==> src/rtl/mem_arbiter.sv <==
// Two-requester memory arbiter: instruction fetch (IF) and memory stage (ME) share one
// downstream bus. ME has priority, bounded by an IF starvation counter, with a bus timeout.
module mem_arbiter #(
   parameter int TIMEOUT_CYC = 255,
   parameter int STARVE_MAX  = 4
) (
   input  logic        iClk,
   input  logic        iRst,
   input  logic        iIF_req,
   input  logic [31:0] iIF_addr,
   output logic        oIF_ack,
   output logic        oIF_err,
   output logic [31:0] oIF_rdata,
   output logic        oIF_stall,
   input  logic        iME_req,
   input  logic        iME_we,
   input  logic [3:0]  iME_be,
   input  logic [31:0] iME_addr,
   input  logic [31:0] iME_wdata,
   output logic        oME_ack,
   output logic        oME_err,
   output logic [31:0] oME_rdata,
   output logic        oME_stall,
   output logic        oBus_req,
   output logic        oBus_we,
   output logic [3:0]  oBus_be,
   output logic [31:0] oBus_addr,
   output logic [31:0] oBus_wdata,
   input  logic        iBus_ack,
   input  logic        iBus_err,
   input  logic [31:0] iBus_rdata
);
   // state  | meaning
   // IDLE   | no transaction in flight; arbitrate pending requests
   // BUS_IF | fetch on the bus, waiting for ack or timeout
   // BUS_ME | memory-stage access on the bus, waiting for ack or timeout
   // RESP   | one-cycle ack/err pulse to the granted requester
   localparam logic [1:0] S_IDLE   = 2'd0;
   localparam logic [1:0] S_BUS_IF = 2'd1;
   localparam logic [1:0] S_BUS_ME = 2'd2;
   localparam logic [1:0] S_RESP   = 2'd3;

   localparam int TW = (TIMEOUT_CYC < 1) ? 1 : $clog2(TIMEOUT_CYC + 1);
   localparam int SW = (STARVE_MAX < 1) ? 1 : $clog2(STARVE_MAX + 1);
   localparam logic [TW-1:0] TMO_LAST   = TW'(TIMEOUT_CYC - 1);
   localparam logic [TW-1:0] TMO_ONE    = TW'(1);
   localparam logic [SW-1:0] STARVE_LIM = SW'(STARVE_MAX);
   localparam logic [SW-1:0] STARVE_ONE = SW'(1);

   logic [1:0]    state_q, state_d;
   logic          gnt_me_q, gnt_me_d;
   logic [SW-1:0] starve_q, starve_d;
   logic [TW-1:0] tmo_q, tmo_d;
   logic          bus_req_q, bus_req_d;
   logic          bus_we_q, bus_we_d;
   logic [3:0]    bus_be_q, bus_be_d;
   logic [31:0]   bus_addr_q, bus_addr_d;
   logic [31:0]   bus_wdata_q, bus_wdata_d;
   logic          err_q, err_d;
   logic [31:0]   if_rdata_q, if_rdata_d;
   logic [31:0]   me_rdata_q, me_rdata_d;

   always_comb begin
      state_d     = state_q;
      gnt_me_d    = gnt_me_q;
      starve_d    = starve_q;
      tmo_d       = tmo_q;
      bus_req_d   = bus_req_q;
      bus_we_d    = bus_we_q;
      bus_be_d    = bus_be_q;
      bus_addr_d  = bus_addr_q;
      bus_wdata_d = bus_wdata_q;
      err_d       = err_q;
      if_rdata_d  = if_rdata_q;
      me_rdata_d  = me_rdata_q;
      case (state_q)
         S_IDLE: begin
            if (iME_req && (!iIF_req || starve_q != STARVE_LIM)) begin
               state_d     = S_BUS_ME;
               gnt_me_d    = 1'b1;
               tmo_d       = '0;
               bus_req_d   = 1'b1;
               bus_we_d    = iME_we;
               bus_be_d    = iME_be;
               bus_addr_d  = iME_addr;
               bus_wdata_d = iME_wdata;
               if (iIF_req && starve_q != STARVE_LIM) starve_d = starve_q + STARVE_ONE;
            end else if (iIF_req) begin
               state_d     = S_BUS_IF;
               gnt_me_d    = 1'b0;
               tmo_d       = '0;
               starve_d    = '0;
               bus_req_d   = 1'b1;
               bus_we_d    = 1'b0;
               bus_be_d    = 4'hF;
               bus_addr_d  = iIF_addr;
               bus_wdata_d = 32'h0;
            end
         end
         S_BUS_IF, S_BUS_ME: begin
            // an ack in the timeout cycle wins over the abort
            if (iBus_ack) begin
               state_d   = S_RESP;
               bus_req_d = 1'b0;
               err_d     = iBus_err;
               if (gnt_me_q) me_rdata_d = iBus_rdata;
               else          if_rdata_d = iBus_rdata;
            end else begin
               tmo_d = tmo_q + TMO_ONE;
               if (tmo_q == TMO_LAST) begin
                  state_d   = S_RESP;
                  bus_req_d = 1'b0;
                  err_d     = 1'b1;
               end
            end
         end
         default: state_d = S_IDLE;
      endcase
   end

   always_ff @(posedge iClk or posedge iRst) begin
      if (iRst) begin
         state_q     <= S_IDLE;
         gnt_me_q    <= 1'b0;
         starve_q    <= '0;
         tmo_q       <= '0;
         bus_req_q   <= 1'b0;
         bus_we_q    <= 1'b0;
         bus_be_q    <= 4'h0;
         bus_addr_q  <= 32'h0;
         bus_wdata_q <= 32'h0;
         err_q       <= 1'b0;
         if_rdata_q  <= 32'h0;
         me_rdata_q  <= 32'h0;
      end else begin
         state_q     <= state_d;
         gnt_me_q    <= gnt_me_d;
         starve_q    <= starve_d;
         tmo_q       <= tmo_d;
         bus_req_q   <= bus_req_d;
         bus_we_q    <= bus_we_d;
         bus_be_q    <= bus_be_d;
         bus_addr_q  <= bus_addr_d;
         bus_wdata_q <= bus_wdata_d;
         err_q       <= err_d;
         if_rdata_q  <= if_rdata_d;
         me_rdata_q  <= me_rdata_d;
      end
   end

   assign oIF_ack    = (state_q == S_RESP) & ~gnt_me_q;
   assign oME_ack    = (state_q == S_RESP) & gnt_me_q;
   assign oIF_err    = oIF_ack & err_q;
   assign oME_err    = oME_ack & err_q;
   assign oIF_rdata  = if_rdata_q;
   assign oME_rdata  = me_rdata_q;
   assign oIF_stall  = iIF_req & ~oIF_ack;
   assign oME_stall  = iME_req & ~oME_ack;
   assign oBus_req   = bus_req_q;
   assign oBus_we    = bus_we_q;
   assign oBus_be    = bus_be_q;
   assign oBus_addr  = bus_addr_q;
   assign oBus_wdata = bus_wdata_q;
endmodule
==> config.mk <==
export PLATFORM = sky130hd
export DESIGN_NAME = mem_arbiter
export DESIGN_NICKNAME = d
export VERILOG_FILES = /design/src/rtl/mem_arbiter.sv
export SDC_FILE = /design/constraint.sdc
export NUM_CORES = 1
export LEC_CHECK = 0
export BUFFER_PORTS_ARGS = -buffer_cell sky130_fd_sc_hd__buf_2
export CORE_UTILIZATION = 50
export DETAILED_ROUTE_END_ITERATION = 12
export GPL_ROUTABILITY_DRIVEN = 0
export PLACE_DENSITY = 0.85
export REMOVE_ABC_BUFFERS = 1
export SYNTH_ARGS = -nofsm -noshare
export SYNTH_HDL_FRONTEND = slang
export SYNTH_SLANG_ARGS = --single-unit
export TNS_END_PERCENT = 10
==> constraint.sdc <==
create_clock -name iClk -period 9 [get_ports iClk]
set_input_delay 0.9 -clock iClk [delete_from_list [all_inputs] [get_ports iClk]]
set_output_delay 0.9 -clock iClk [all_outputs]
set_load 0.1 [all_outputs]
# --- Word-level counts from Yosys, hierarchy flattened ---
# Cells that the tools add are included.
totals:
  reg_bits: 149
  input_bits: 139
  elab_cells: 77
classes:
  add_sub_neg: 2
  n_eq_ne: 9
  n_mux: 28
  bitwise: 9
  reduce_logical: 17
ops:
  columns: ["operator", "n"]
  rows:
  - ["32-bit 2-to-1 mux", 4]
  - ["8-bit 2-to-1 mux", 3]
  - ["8-bit one-hot mux with 2 select lines", 1]
  - ["3-bit AND reduction", 5]
  - ["1-bit 2-to-1 mux", 9]
  - ["3-bit 2-to-1 mux", 3]
  - ["3-bit != test (second input constant)", 3]
  - ["8-bit by 1-bit adder with 8-bit output (second input constant)", 1]
  - ["8-bit == test (second input constant)", 1]
  - ["2-bit 2-to-1 mux", 4]
  - ["4-bit 2-to-1 mux", 2]
  - ["1-bit AND", 6]
  - ["2-bit AND reduction", 3]
  - ["2-bit nonzero test", 3]
  - ["2-bit == test (second input constant)", 2]
  - ["2-bit one-hot mux with 2 select lines", 1]
  - ["3-bit by 1-bit adder with 3-bit output (second input constant)", 1]
  - ["1-bit inverter", 3]
  - ["2-bit by 1-bit == test with 1-bit output (second input constant)", 1]
  - ["1-bit logical AND", 2]
  - ["2-bit zero test", 1]
  - ["2-bit by 1-bit != test with 1-bit output (second input constant)", 1]
  - ["2-bit != test (second input constant)", 1]
  - ["1-bit one-hot mux with 2 select lines", 1]
  - ["other kinds (3)", 3]

# --- Longest topological paths before layout ---
# Gate-level depths: netlist of the first run.
depth:
  depth_word: 5
  depth_mapped: 8
  depth_no_buf: 6

# --- Least setup slack after synthesis of the first run ---
# OpenSTA, ideal clock, no wires.
synth_timing:
  path_kind: "reg-to-output"
  from: "register state_q[0]"
  to: "output port oIF_stall"
  arrival_time_ns: 2.915
  required_time_ns: 8.100
  path_slack_ns: 5.185
  path_stages_with_launch: 4
  n_path_buf: 0
  cell_sequence: "dfrtp_1 -> ha_1 -> nor2b_1 -> nor2b_1"
synth_between:
  elab_chain_cells: 4
synth_rtl:
  columns: ["element", "line", "text"]
  rows:
  - ["start: declaration", "50", "logic [1:0] state_q, state_d;"]
  - ["start signal: assignment", "136", "state_q <= state_d;"]
  - ["2-bit == test", "151", "assign oIF_ack = (state_q == S_RESP) & ~gnt_me_q;"]
  - ["1-bit AND", "151", null]
  - ["net oIF_ack", "11", "output logic oIF_ack,"]
  - ["1-bit inverter", "157", "assign oIF_stall = iIF_req & ~oIF_ack;"]
  - ["1-bit AND", "157", null]
  - ["end: declaration", "14", "output logic oIF_stall,"]
# The timed path passes the listed nets, and every way through them passes these cells.

# --- Final worst setup path of the first run ---
layout_timing:
  from: "register state_q[1]"
  to: "output port oIF_err"
layout_between:
  elab_chain_cells: 3
layout_rtl:
  columns: ["element", "line", "text"]
  rows:
  - ["2-bit == test", "151", null]
  - ["1-bit AND", "151", null]
  - ["1-bit AND", "153", "assign oIF_err = oIF_ack & err_q;"]
  - ["end: declaration", "12", "output logic oIF_err,"]
# Every way passes these cells.

==> results_dict.tcl, run 1 <==
set metrics [dict create \
    grt_pass1_wl_um 23300 \
    gr-total-overflow 0 \
    instances_no_fill 896 \
    status "completed" \
    finalCriticalPeriod_ps 2720 \
    drc 0 \
    wl_per_cell_um 16.5 \
    antenna_found_initial 0 \
    critPathTopFamily "buffers and inverters" \
    rows 39 \
    r2r_cells 6 \
    grt.total_usage_pct 24.2 \
    root_buffer "clkbuf_16" \
    critPathMaxFanout 4 \
    critPathMaxStageDelay_ps 420 \
    synth_warnings 0 \
    synth_simple_gate_area_share_pct 5.70 \
    grt_pass1_vias 4788 \
    required_ps 8100 \
    endpoint_kind "output pin" \
    cts_hold_buf 0 \
    synth_compound_area_share_pct 10.8 \
    n_fill_cell 808 \
    viasPerCell 5.26 \
    reg2reg_to "oBus_addr[6]" \
    synth_ff_type "dfrtp_1" \
    synthXorXnorAreaFrac_pct 0.287 \
    port_buffers 278 \
    finClkSkew_ps 7.74 \
    clk_path_buf_depth 2 \
    setup_viol_count_final 0 \
    multi_input_area_mm2 0.00218 \
    insertedDiodeCount 0 \
    area_growth_pct 33.7 \
    core-area_mm2 0.0117 \
    cts.sinks 149 \
    timing.rr.start "starve_q[0]" \
    drive_gt1_share_pct 50.5 \
    path_clk_slew_ps 60 \
    relSlewSlack_pct 25.2 \
    worst-r2r-setup-slack_ps 6730 \
    slew_viol_final 0 \
    rsz0062_at_grt "false" \
    drt_pass1_iterations 4 \
    min_to "oBus_addr[26]" \
    grt_max_degree 107 \
    ant_nets 0 \
    placedCellCount 865 \
    cap_viol_max_count 0 \
    worst-path-buf-inv 1 \
    synth.avg_cell_area_um2 13.1 \
    critPathLaunchType "flip-flop" \
    clk-insertion-delay-late_ps 410 \
    crit_slowest_cell "buf_2" \
    via_count 4713 \
    yosys_register_bits 149 \
    min_path_cells 2 \
    path_cells "ha_1 -> nor2b_1 -> and2_1 -> buf_2" \
    cts.repair.resized 0 \
    final-hold-violation-count 0 \
    post-route-period-util_pct 30.2 \
    synth_edf_count 0 \
    arrival_ps 1820 \
    die_w_um 112 \
    tritoncts "built" \
    start_util_pct 52.3 \
    tightest_slew_ps 1120 \
    drt_iter0_markers 236 \
    synth_top_family_by_area "multiplexers" \
    dieArea_mm2 0.0126 \
    seq_area_mm2 0.00373 \
    async_flop_share_pct 100 \
    num-nets-final 887 \
    htree_levels 4 \
    synth_cell_types 43 \
    hpwl_um 10700 \
    hold_path_class "reg2reg" \
    synth_mux_area_share_pct 17.4 \
    clock.fmax_ghz 0.368 \
    ys_seq_area_share_pct 61.1 \
    fin_tns_setup_ps 0 \
    die_h_um 112 \
    synth_fa_ha_area_share_pct 1.44 \
    cts_made_buffers 17 \
    postCtsSetupBuffers 0 \
    drt-total-wl_um 14800 \
    mappedNetlistArea_mm2 0.00610 \
    io_pins 279 \
    crit_type "reg2out" \
    postSynthCellCount 467 \
    hp-start "oBus_addr[26]" \
]
## per-stage QoR
step | setup WS, ps | utilization, % | area (um2) | hold slack, ps
final | 6280 | 69.9 | 8150 | 472
after global routing | 6190 | 69.9 | 8150 | 501
after CTS | 6280 | 69.9 | 8150 | 477
after detailed placement | 6230 | 64.8 | 7560 | 464
after global placement | 6310 | 64.8 | 7560 | 458
after floorplan | 4090 | - | 5940 | 461
## cell usage in the layout, fill, tap and decap left out, types with 2 or more instances in the layout
| cell | n |
|---|---|
| clkinvlp_4 | 2 |
| nand2_1 | 45 |
| buf_4 | 5 |
| clkbuf_16 | 17 |
| clkinv_2 | 5 |
| o21ai_1 | 11 |
| o31ai_1 | 2 |
| dfrtp_1 | 149 |
| inv_1 | 9 |
| ha_1 | 7 |
| nor2_1 | 8 |
| mux2_1 | 5 |
| o21ai_0 | 33 |
| and3_1 | 2 |
| mux2i_1 | 32 |
| clkbuf_8 | 2 |
| or3_1 | 4 |
| a21oi_1 | 5 |
| buf_2 | 278 |
| mux2_2 | 61 |
| nand3_1 | 4 |
| a22o_1 | 33 |
| xor2_1 | 2 |
| nor2b_1 | 2 |
| clkbuf_1 | 2 |
| bufinv_16 | 3 |
| and2_1 | 2 |
| nand4_1 | 2 |
## cell type report
| cell class | count | share of cell area (%) |
|---|---|---|
| well taps | 143 | 2.19 |
| flip-flops and latches | 149 | 45.7 |
| clock inverters | 10 | 1.60 |
| multi-input cells | 280 | 26.8 |
| repair buffers | 283 | 17.5 |
| inverters | 10 | 0.522 |
| clock buffers | 21 | 5.65 |
## how the worst max path moves through the flow
stage / startpoint / endpoint / slack (ps) / cells after the start
6_report: state_q[1] / oIF_err / 6280 / 4
3_3_place_gp: iIF_req / oBus_addr[26] / 6310 / 5
3_5_place_dp: iIF_req / oBus_addr[16] / 6230 / 5
5_1_grt: state_q[1] / oIF_err / 6190 / 4
4_1_cts: state_q[0] / oIF_err / 6280 / 4
2_1_floorplan: iRst / err_q / 4090 / 1
## flip-flops by register name (all words and copies together), names as in the netlist
register and cells:
err_q 1, gnt_me_q 1, oBus_addr 32, oBus_be 4, oBus_req 1, oBus_wdata 32, oBus_we 1, oIF_rdata 32
oME_rdata 32, starve_q 3, state_q 2, tmo_q 8
## routing by layer
layer  part of all wire (%)  track usage, %  up-vias
li1                       -               -     2215
met1                     38            25.6     2255
met2                     52            44.1      215
met3                    7.3            8.05       28
met4                    1.9            10.3        0
met5                      0               0        -
## cell families after synthesis
family | count (synthesis)
buf+inv | 38
flops | 149
simple gates | 77
xor+xnor | 2
compound gates | 96
mux | 98
fa+ha+maj | 7
## worst reg2reg max path, stage by stage (launching register included)
cell and delay, ps:
dfrtp_1 400, inv_1 70, ha_1 130, and3_2 220, nand2b_2 860, mux2i_1 320, o21ai_0 110
## Yosys cell counts, types with 2 or more instances
master / n / share of area [%]
dfrtp_1: 149 / 61
inv_1: 10 / 0.62
nor2b_1: 2 / 0.21
o31ai_1: 2 / 0.25
and2_1: 2 / 0.21
nand3_1: 4 / 0.33
and3_1: 2 / 0.21
buf_4: 2 / 0.25
buf_2: 14 / 1.1
clkbuf_1: 8 / 0.49
buf_6: 4 / 0.74
o21ai_1: 11 / 0.90
mux2_2: 61 / 11
a22o_1: 33 / 4.7
a21oi_1: 5 / 0.41
mux2i_1: 32 / 5.3
or3_1: 4 / 0.41
o21ai_0: 33 / 2.7
nor2_1: 8 / 0.49
ha_1: 7 / 1.4
nand2_1: 45 / 2.8
mux2_1: 5 / 0.92
nand2b_1: 2 / 0.21
nand4_1: 2 / 0.21
xor2_1: 2 / 0.29
Power of run 1 is not shown: default switching activity piles up to over one toggle a cycle in this logic, so the estimate is an artifact.
==> run 2, diff against run 1 <==
--- a/config.mk
+++ b/config.mk
@@ -5,11 +5,12 @@
 export SDC_FILE = /design/constraint.sdc
 export NUM_CORES = 1
 export LEC_CHECK = 0
+export ABC_AREA = 1
 export BUFFER_PORTS_ARGS = -buffer_cell sky130_fd_sc_hd__buf_2
-export CORE_UTILIZATION = 50
+export CORE_UTILIZATION = 43
 export DETAILED_ROUTE_END_ITERATION = 12
 export GPL_ROUTABILITY_DRIVEN = 0
-export PLACE_DENSITY = 0.85
+export PLACE_DENSITY = 0.77
 export REMOVE_ABC_BUFFERS = 1
 export SYNTH_ARGS = -nofsm -noshare
 export SYNTH_HDL_FRONTEND = slang
==> constraint.sdc (replaced) <==
create_clock -name iClk -period 2.3 [get_ports iClk]
set_input_delay 0.23 -clock iClk [delete_from_list [all_inputs] [get_ports iClk]]
set_output_delay 0.23 -clock iClk [all_outputs]
set_load 0.1 [all_outputs]
==> results_dict.tcl, run 2 <==
set metrics [dict create \
    final-hold-violation-count 0 \
    synth_compound_area_share_pct 18.0 \
    drt_iter0_markers 327 \
    ant_nets 0 \
    worst-r2r-setup-slack_ps 430 \
    port_buffers 278 \
    wl_per_cell_um 14.7 \
    rsz0062_at_grt "false" \
    synth.avg_cell_area_um2 9.65 \
    grt_pass1_vias 5248 \
    drt_pass1_iterations 5 \
    post-synth-top-count-cell "dfrtp_1" \
    tightest_slew_ps 547 \
    dieArea_mm2 0.0149 \
    antenna_found_initial 1 \
    finClkSkew_ps 7.64 \
    hold_path_class "in2reg" \
    status "completed" \
    clk-insertion-delay-late_ps 420 \
    htree_levels 4 \
    drive_gt1_share_pct 37.8 \
    endpoint_kind "output pin" \
    io_pins 279 \
    grt_pass1_wl_um 25800 \
    drc 0 \
    area_growth_pct 34.5 \
    hpwl_um 11600 \
    cap_viol_max_count 0 \
    path_clk_slew_ps 60 \
    num-nets-final 1063 \
    crit_slowest_cell "buf_2" \
    min_to "oBus_wdata[20]" \
    worst-path-buf-inv 2 \
    synth_top_cell_by_area "dfrtp_1" \
    rows 43 \
    startpoint "state_q[0]" \
    n_fill_cell 1245 \
    synthXorXnorAreaFrac_pct 0.282 \
    reg2reg_to "tmo_q[0]" \
    cts_made_buffers 17 \
    arrival_ps 1780 \
    synth_cell_types 27 \
    synth_ff_type "dfrtp_1" \
    critPathMaxStageDelay_ps 450 \
    setup_viol_count_final 0 \
    grt_max_degree 72 \
    timing.rr.start "state_q[0]" \
    via_count 5468 \
    hold_ws_ps 22.4 \
    critPathLaunchType "flip-flop" \
    final_cell_mix "buf_2, dfrtp_1, nand2_1, o21ai_0, inv_1" \
    cts.sinks 149 \
    mappedNetlistArea_mm2 0.00622 \
    finalCriticalPeriod_ps 2010 \
    path_cells "ha_1 -> inv_1 -> nor2_1 -> nor2_1 -> buf_2" \
    drt-total-wl_um 16300 \
    viasPerCell 4.93 \
    async_flop_share_pct 100 \
    slew_viol_final 0 \
    crit_type "reg2out" \
    grt.total_usage_pct 22.5 \
    final_util_pct 59.8 \
    synth_top_family_by_area "compound AO/OA/AOI/OAI gates" \
    synth_area_leaders "dfrtp_1, nand2_1, o21ai_0, a22o_1, a21oi_1" \
    die_h_um 122 \
    synth_warnings 0 \
    tritoncts "built" \
    synth_fa_ha_area_share_pct 1.41 \
    clock.fmax_ghz 0.496 \
    postCtsSetupBuffers 0 \
    core-area_mm2 0.0140 \
    yosysTopAreaCellShare_pct 60.0 \
    critPathTopFamily "buffers and inverters" \
    gr-total-overflow 0 \
    synth_common_cells "dfrtp_1, nand2_1, o21ai_0, inv_1, a21oi_1" \
    critPathMaxFanout 4 \
    required_ps 2070 \
    min_path_cells 2 \
    r2r_cells 9 \
    fin_tns_setup_ps 0 \
    postSynthCellCount 644 \
    die_w_um 122 \
    synth_edf_count 0 \
    post-route-period-util_pct 87.6 \
    root_buffer "clkbuf_16" \
    ys_seq_area_share_pct 60.0 \
    synth_mux_area_share_pct 0 \
    hp-start "iME_wdata[20]" \
    clk_path_buf_depth 2 \
    relSlewSlack_pct 63.5 \
    final_common_cell "buf_2" \
    insertedDiodeCount 0 \
    yosys_register_bits 149 \
    synth_simple_gate_area_share_pct 13.2 \
    start_util_pct 44.4 \
    crit_path_frequent_cell "nor2_1" \
]
[run 2: layer usage]
layer | vias up | wire (um) | global-route usage (%) | part of all wire (%)
met5 | - | 0 | 0 | 0
met4 | 0 | 520 | 10.3 | 3.2
met3 | 42 | 859 | 6.64 | 5.3
met2 | 190 | 8020 | 35.9 | 49
li1 | 2649 | - | - | -
met1 | 2587 | 6930 | 28.3 | 42
[run 2: worst max-delay path by stage]
stage	endpoint	slack, ps	cells after the start
after floorplan	err_q	-1940	1
after global placement	tmo_q[5]	490	11
after detailed placement	tmo_q[5]	450	11
after CTS	oIF_stall	270	5
after global routing	oIF_stall	210	5
final	oIF_stall	290	5
[run 2: cell type report]
type                            count  area (um2)  share of cell area (%)
Multi-Input combinational cell    397        2050                    24.5
Inverter                           62         238                    2.84
Timing Repair Buffer              290        1530                    18.3
Clock inverter                     13         136                    1.63
Tap cell                          180         225                    2.69
Clock buffer                       19         453                    5.42
Sequential cell                   149        3730                    44.6
[run 2: logic make-up (layout without fill, tap and decap cells)]
| group | Yosys count | in the layout |
|---|---|---|
| DFF | 149 | 149 |
| buffers and inverters | 98 | 384 |
| AOI/OAI and AO/OA | 180 | 180 |
| adders and majority gates | 7 | 7 |
| and+or+nand+nor | 208 | 208 |
| xor gates and xnor gates | 2 | 2 |
[run 2: what timing repair did]
item,in CTS,in global routing
resized for setup,0,0
hold buffers,1,0
endpoints found under the hold margin,45,0
[run 2: per-stage QoR]
step	cells	setup slack, ps	area (um2)
after global routing	1110	209	8360
after global placement	1077	489	7760
after floorplan	608	-1940	6000
final	1110	286	8360
after detailed placement	1077	446	7760
after CTS	1110	270	8360
Power of run 2 is left out for the same reason.
==> run 3, diff against run 2 <==
--- a/config.mk
+++ b/config.mk
@@ -7,10 +7,11 @@
 export LEC_CHECK = 0
 export ABC_AREA = 1
 export BUFFER_PORTS_ARGS = -buffer_cell sky130_fd_sc_hd__buf_2
-export CORE_UTILIZATION = 43
+export CORE_UTILIZATION = 44
+export CTS_BUF_LIST = sky130_fd_sc_hd__clkbuf_8
 export DETAILED_ROUTE_END_ITERATION = 12
 export GPL_ROUTABILITY_DRIVEN = 0
-export PLACE_DENSITY = 0.77
+export PLACE_DENSITY = 0.78
 export REMOVE_ABC_BUFFERS = 1
 export SYNTH_ARGS = -nofsm -noshare
 export SYNTH_HDL_FRONTEND = slang
==> results_dict.tcl, run 3 (synthesis results as in run 2) <==
set metrics [dict create \
    status "completed" \
    crit_type "reg2out" \
    drive_gt1_share_pct 36.1 \
    htree_levels 4 \
    core-area_mm2 0.0138 \
    dieArea_mm2 0.0146 \
    fin_tns_setup_ps 0 \
    num-nets-final 1106 \
    final_common_cell "buf_2" \
    n_fill_cell 1155 \
    dpl_worst_slack_ps 411 \
    area_growth_pct 38.9 \
    start_util_pct 45.0 \
    cts.sinks 149 \
    grt_max_degree 69 \
    fin_ws_ps 372 \
    rsz0062_at_grt "false" \
    critPathMaxFanout 4 \
    required_ps 2070 \
    arrival_ps 1700 \
    tightest_slew_ps 613 \
    multi_input_area_mm2 0.00205 \
    drt-total-wl_um 17700 \
    critPathLaunchType "flip-flop" \
    tritoncts "built" \
    finClkSkew_ps 10.5 \
    io_pins 279 \
    viasPerCell 5.02 \
    antenna_found_initial 0 \
    drt_pass1_iterations 6 \
    insertedDiodeCount 0 \
    seq_area_mm2 0.00373 \
    clk_path_buf_depth 2 \
    via_count 5784 \
    finalCriticalPeriod_ps 1930 \
    slew_viol_final 0 \
    path_cells "ha_1 -> nand2_1 -> inv_1 -> nor2_1 -> buf_2" \
    clk-insertion-delay-late_ps 440 \
    setup_viol_count_final 0 \
    root_buffer "clkbuf_8" \
    hold_path_class "in2reg" \
    die_w_um 121 \
    cts_made_buffers 17 \
    cts.repair.resized 0 \
    critPathMaxStageDelay_ps 420 \
    grt_pass1_vias 5505 \
    crit_slowest_cell "dfrtp_1" \
    die_h_um 121 \
    design_area_mm2 0.00863 \
    hpwl_um 11400 \
    final_cell_mix "buf_2, dfrtp_1, nand2_1, o21ai_0, inv_1" \
    worst-path-buf-inv 2 \
    final-hold-violation-count 0 \
    drt_iter0_markers 420 \
    post-route-period-util_pct 83.8 \
    grt_pass1_wl_um 27900 \
    port_buffers 278 \
    critPathTopFamily "buffers and inverters" \
    clock.fmax_ghz 0.519 \
    rows 43 \
    drc 0 \
    path_clk_slew_ps 80 \
    cap_viol_max_count 0 \
    relSlewSlack_pct 59.0 \
    grt.total_usage_pct 24.8 \
    ant_nets 0 \
    wl_per_cell_um 15.3 \
    endpoint_kind "output pin" \
    dpl_cell_area_mm2 0.00776 \
    gr-total-overflow 0 \
]
==> run 3: layout make-up <==
type | count | area share, %
sequential | 149 | 43.2
clock buffer | 20 | 3.19
timing repair buffer | 333 | 22.8
tap | 180 | 2.61
multi-input combinational | 397 | 23.7
inverter | 62 | 2.75
clock inverter | 12 | 1.75
==> run 3: what timing repair did <==
item,in CTS,in global routing
hold endpoints to repair,101,0
hold buffers,45,0
setup buffers,0,0
==> run 3: worst register-to-register path: cells and delay by family (launching register included) <==
| kind | cells | cell delay, ps |
|---|---|---|
| adder cells (fa/ha/maj) | 1 | 440 |
| AND/OR/NAND/NOR | 6 | 650 |
| buffers and inverters | 4 | 310 |
| flip-flops | 1 | 400 |
==> run 3: stage by stage <==
stage	cells	hold WS, ps	util (%)
3_5_place_dp	1076	335	56.1
3_3_place_gp	1076	334	56.1
6_report	1153	37.1	62.4
4_1_cts	1153	1.14	62.4
2_1_floorplan	608	358	-
5_1_grt	1153	8.52	62.4
==> run 3: layer usage <==
metal  part of all wire [%]  track usage [%]  routed length [um]  vias to the layer above
met4                    3.6             12.7                 640                        0
li1                       -                -                   -                     2740
met5                      0                0                   0                        -
met1                     41             32.8                7300                     2721
met3                    6.0             6.16                1050                       65
met2                     49             37.7                8660                      258
==> run 3: worst paths after layout <==
path,cells past startpoint,end,start,slack (ps)
hold reg to reg,2,oIF_rdata[11],oIF_rdata[11],490
hold / removal,3,oBus_addr[27],iME_addr[27],40
max in group asynchronous,4,oBus_wdata[3],iRst,1230
setup reg to reg,11,tmo_q[5],state_q[0],400
setup / recovery,5,oME_stall,state_q[0],370
min in group asynchronous,3,oME_rdata[8],iRst,400
Power of run 3 is left out for the same reason.
